`src/rtl/simd_pipe_reg.sv`:
```
// DEPTH-stage SIMD pipeline register carrying valid, a per-lane mask and lane data,
// with global stall, flush, masked-lane zeroing and a registered occupancy count.
module simd_pipe_reg #(
    parameter int LANE_W = 16,
    parameter int LANES  = 4,
    parameter int DEPTH  = 2,
    parameter int CNT_W  = $clog2(DEPTH + 1)
) (
    input  logic                      clock,
    input  logic                      reset,
    input  logic                      ce_reg,
    input  logic                      flush,
    input  logic                      valid_in,
    input  logic [LANES-1:0]          lane_mask_in,
    input  logic [LANES*LANE_W-1:0]   data_in,
    output logic                      valid_out,
    output logic [LANES-1:0]          lane_mask_out,
    output logic [LANES*LANE_W-1:0]   data_out,
    output logic [CNT_W-1:0]          occupancy
);

    logic [DEPTH-1:0]        vld_q, vld_d;
    logic [LANES-1:0]        msk_q [DEPTH];
    logic [LANES-1:0]        msk_d [DEPTH];
    logic [LANES*LANE_W-1:0] dat_q [DEPTH];
    logic [LANES*LANE_W-1:0] dat_d [DEPTH];
    logic [CNT_W-1:0]        cnt_q, cnt_d;

    // Inactive lanes are forced to zero so stale lane contents never travel downstream.
    function automatic logic [LANES*LANE_W-1:0] mask_lanes(
        input logic [LANES*LANE_W-1:0] d,
        input logic [LANES-1:0]        m
    );
        logic [LANES*LANE_W-1:0] r;
        r = '0;
        for (int i = 0; i < LANES; i++) begin
            if (m[i]) r[i*LANE_W +: LANE_W] = d[i*LANE_W +: LANE_W];
        end
        return r;
    endfunction

    always_comb begin
        vld_d = vld_q;
        msk_d = msk_q;
        dat_d = dat_q;
        cnt_d = cnt_q;
        if (flush) begin
            vld_d = '0;
            for (int k = 0; k < DEPTH; k++) begin
                msk_d[k] = '0;
                dat_d[k] = '0;
            end
            cnt_d = '0;
        end else if (ce_reg) begin
            // Stage 0 takes the input beat (or a clean bubble); the rest shift down by one.
            vld_d[0] = valid_in;
            msk_d[0] = valid_in ? lane_mask_in : '0;
            dat_d[0] = valid_in ? mask_lanes(data_in, lane_mask_in) : '0;
            for (int k = 1; k < DEPTH; k++) begin
                vld_d[k] = vld_q[k-1];
                msk_d[k] = msk_q[k-1];
                dat_d[k] = dat_q[k-1];
            end
            cnt_d = cnt_q + CNT_W'(valid_in) - CNT_W'(vld_q[DEPTH-1]);
        end
    end

    always_ff @(posedge clock) begin
        if (reset) begin
            vld_q <= '0;
            for (int k = 0; k < DEPTH; k++) begin
                msk_q[k] <= '0;
                dat_q[k] <= '0;
            end
            cnt_q <= '0;
        end else begin
            vld_q <= vld_d;
            msk_q <= msk_d;
            dat_q <= dat_d;
            cnt_q <= cnt_d;
        end
    end

    assign valid_out     = vld_q[DEPTH-1];
    assign lane_mask_out = msk_q[DEPTH-1];
    assign data_out      = dat_q[DEPTH-1];
    assign occupancy     = cnt_q;

endmodule

```
`config.mk`:
```
export PLATFORM = sky130hd
export DESIGN_NAME = simd_pipe_reg
export DESIGN_NICKNAME = d
export VERILOG_FILES = /design/src/rtl/simd_pipe_reg.sv
export SDC_FILE = /design/constraint.sdc
export NUM_CORES = 1
export LEC_CHECK = 0
export ABC_AREA = 1
export BUFFER_PORTS_ARGS = -buffer_cell sky130_fd_sc_hd__clkbuf_2
export CORE_ASPECT_RATIO = 0.6
export CORE_MARGIN = 1
export CORE_UTILIZATION = 45
export CTS_CLUSTER_DIAMETER = 60
export DETAILED_ROUTE_END_ITERATION = 8
export GPL_ROUTABILITY_DRIVEN = 1
export PLACE_DENSITY = 0.67
export REMOVE_ABC_BUFFERS = 1
export SLEW_MARGIN = 15
export SYNTH_ARGS = -nofsm -noshare
export SYNTH_HDL_FRONTEND = slang
export SYNTH_SLANG_ARGS = --single-unit
```
`constraint.sdc`:
```
create_clock -name clock -period 2.3 [get_ports clock]
set_input_delay 0.46 -clock clock [delete_from_list [all_inputs] [get_ports clock]]
set_output_delay 0.46 -clock clock [all_outputs]
set_load 0.02 [all_outputs]
```
==> results.py <==
metrics = {
    "placement": {
        "dpl.hpwl_mm": 8.001,
        "gp_congestion": 0.7933,
        "port_buffers": 143,
        "dp.cells": 890,
    },
    "sta": {
        "period_share_pct": 63.20,
        "relSlewSlack_pct": 63.57,
        "fin_crit_ps": 1454,
        "drv_slew": 0,
        "tightest_slew_ps": 546.5,
        "clock_skew_ps": 4.993,
        "finalSetupViolations": 0,
        "hold_violations": 0,
        "fmax_mhz": 687.9,
        "rsz0062_at_grt": "false",
        "hold_ws_ps": 277.0,
    },
    "pwr": {
        "seq_power_share_pct": 42.3,
        "power.density_nw_per_um2": 897.4,
        "total_leakage_power_nw": 2.476,
        "p_int_w": 0.004608,
        "power_frac_clock_pct": 53.1,
        "switching_share_pct": 20.60,
        "switching_power_w": 0.001196,
        "p_comb_share_pct": 4.6,
        "vdd_drop_max_v": 0.0004608,
    },
    "synthesis": {
        "syn_area_um2": 5504,
        "ys_top_cells_by_count": "266 x nand2_1, 140 x dfxtp_1, 129 x a21oi_1",
        "yosysSeqAreaShare_pct": 50.92,
        "synth_cells": 691,
        "yosysTopAreaCell": "dfxtp_1",
        "yosysMostFrequentCell": "nand2_1",
        "ys_types": 20,
        "synthTopCellsByArea": "dfxtp_1 51%, nand2_1 18%, a21oi_1 12%, buf_4 9.5%, a21oi_2 1.6%",
        "avgSynthCellArea_um2": 7.965,
        "ys_async_sr_fraction_pct": 0,
        "synth_edf_count": 0,
        "synth-main-ff-cell": "dfxtp_1",
        "synth_seq_cells": 140,
        "yosysWarnings": 0,
        "yosysTopAreaCellShare_pct": 50.92,
    },
    "clock_network": {
        "clk_latency_ps": 410,
        "h-tree-depth": 4,
        "cts_buffer_depth": 2,
        "cts-root-buf": "clkbuf_16",
        "holdBufCountCts": 0,
        "cts_tree": "yes",
        "postCtsSetupRepairBufs": 0,
        "clk_pin_slew_worst_paths_ps": 60,
        "cts_resized": 0,
        "clock_sinks": 140,
        "cts_buffers": 17,
    },
    "floorplanning": {
        "fp.dieW_um": 144.8,
        "num_rows": 30,
        "initial_core_util_pct": 47.45,
        "ios": 144,
        "dieArea_um2": 12690,
        "die-height_um": 87.67,
        "core_area_um2": 11600,
    },
    "run": {
        "cap_violations": 0,
    },
    "drt": {
        "wirelength_mm": 12.11,
        "drcViolationCount": 0,
        "viasPerCell": 4.798,
        "drt_iter0_drc": 260,
        "postRouteAntennaNets": 0,
        "vias": 4424,
        "post_drt_wl_per_cell_um": 13.13,
        "first_pass_iters": 4,
    },
    "finish": {
        "final_cells": 922,
        "area_growth_syn_to_layout_pct": 17.50,
        "fillers": 1051,
        "n_antenna_cell": 0,
        "drive_gt1_share_pct": 27.17,
        "nets": 824,
    },
    "grt": {
        "grt_usage_pct": 19.69,
        "grt.overflow.total": 0,
        "antenna_found_initial": 1,
        "grt_pass1_vias": 4051,
        "grt_pass1_wl_mm": 19.05,
        "grt_max_degree": 72,
    },
    "critical_path": {
        "path_delay_family": "flip-flops",
        "cp-start-kind": "register",
        "crit_slowest_cell": "dfxtp_1",
        "crit_required_ps": 1840,
        "path_max_fanout": 2,
        "criticalPathCategory": "reg2out",
        "crit_chain": "clkbuf_2",
        "worst-path-buf-inv": 1,
        "cp-end-kind": "output port",
        "cp_slowest_stage_delay_ps": 390,
        "arrival_ps": 990,
    },
    "status": {
        "status": "finished, final reports clean",
    },
    "worst_hold_path": {
        "holdCritPathClass": "in2reg",
    },
}
## cells by family after synthesis
kind of cell               after synthesis  synth area share (%)
AOI/OAI and AO/OA                      140                 13.41
adders and majority gates                2                0.4546
buffers and inverters                  123                 13.96
DFF                                    140                 50.92
and+or+nand+nor                        286                 21.25
## per-layer routing
layer  track usage [%]  wire (um)
met1             25.43       5631
met2             30.33       5197
met3             7.108       1172
met4             7.273        104
met5                 0          0
## cells in the final DEF, fill, tap and decap left out
cell and n:
nand2_8 1, a21oi_2 10, buf_12 3, a21oi_1 129, inv_4 2, clkinv_4 1, ha_1 2, buf_4 3
nand3_2 1, nand2_1 266, clkbuf_2 142, clkinvlp_4 3, inv_2 1, o21ai_0 1, dfxtp_1 140, clkbuf_8 5
bufinv_16 5, clkbuf_1 1, nand4_1 1, inv_1 10, buf_2 1, nor2_1 5, clkbuf_16 17, nor2_8 3
nand2_2 9
## flip-flops by register name, indices dropped and copies added (netlist names)
name           cells
data_out          64
vld_q              2
lane_mask_out      4
dat_q             64
occupancy          2
msk_q              4
## cell type report
type | instances | area (um^2) | share of cell area [%]
Sequential cell | 140 | 2803 | 43.34
Clock inverter | 9 | 181.4 | 2.805
Clock buffer | 23 | 498.0 | 7.700
Multi-Input combinational cell | 428 | 1933 | 29.89
Tap cell | 160 | 200.2 | 3.095
Timing Repair Buffer | 149 | 798.3 | 12.34
Inverter | 13 | 53.80 | 0.8319
## path summary, 6_finish.rpt
| check | start | to | slack [ps] | cells past startpoint |
|---|---|---|---|---|
| max reg2reg | occupancy[0] | occupancy[1] | 960 | 9 |
| min reg2reg | dat_q[108] | data_out[44] | 460 | 2 |
| min | data_in[3] | dat_q[67] | 280 | 3 |
| max | data_out[32] | data_out[32] | 850 | 1 |
## power by group through the flow
stage                     clock [W]  combinational, W  sequential [W]
after floorplan                   0          0.000115         0.00251
after CTS                   0.00314          0.000269         0.00246
after global routing        0.00327          0.000293         0.00246
after detailed placement          0          0.000269         0.00251
after global placement            0          0.000265         0.00251
final                       0.00308          0.000268         0.00246
## metrics by stage
step	util [%]	worst slack (ps)	TNS, ps	cell area [um^2]	power [W]
2_1_floorplan	-	-985.2	-105750	4785	0.002627
3_3_place_gp	49.90	604.6	0	5788	0.002772
3_5_place_dp	49.90	555.1	0	5788	0.002777
4_1_cts	55.76	849.7	0	6467	0.005865
5_1_grt	55.76	786.1	0	6467	0.006019
6_report	55.76	846.3	0	6467	0.005804
Power figures use the tool's default switching activity.
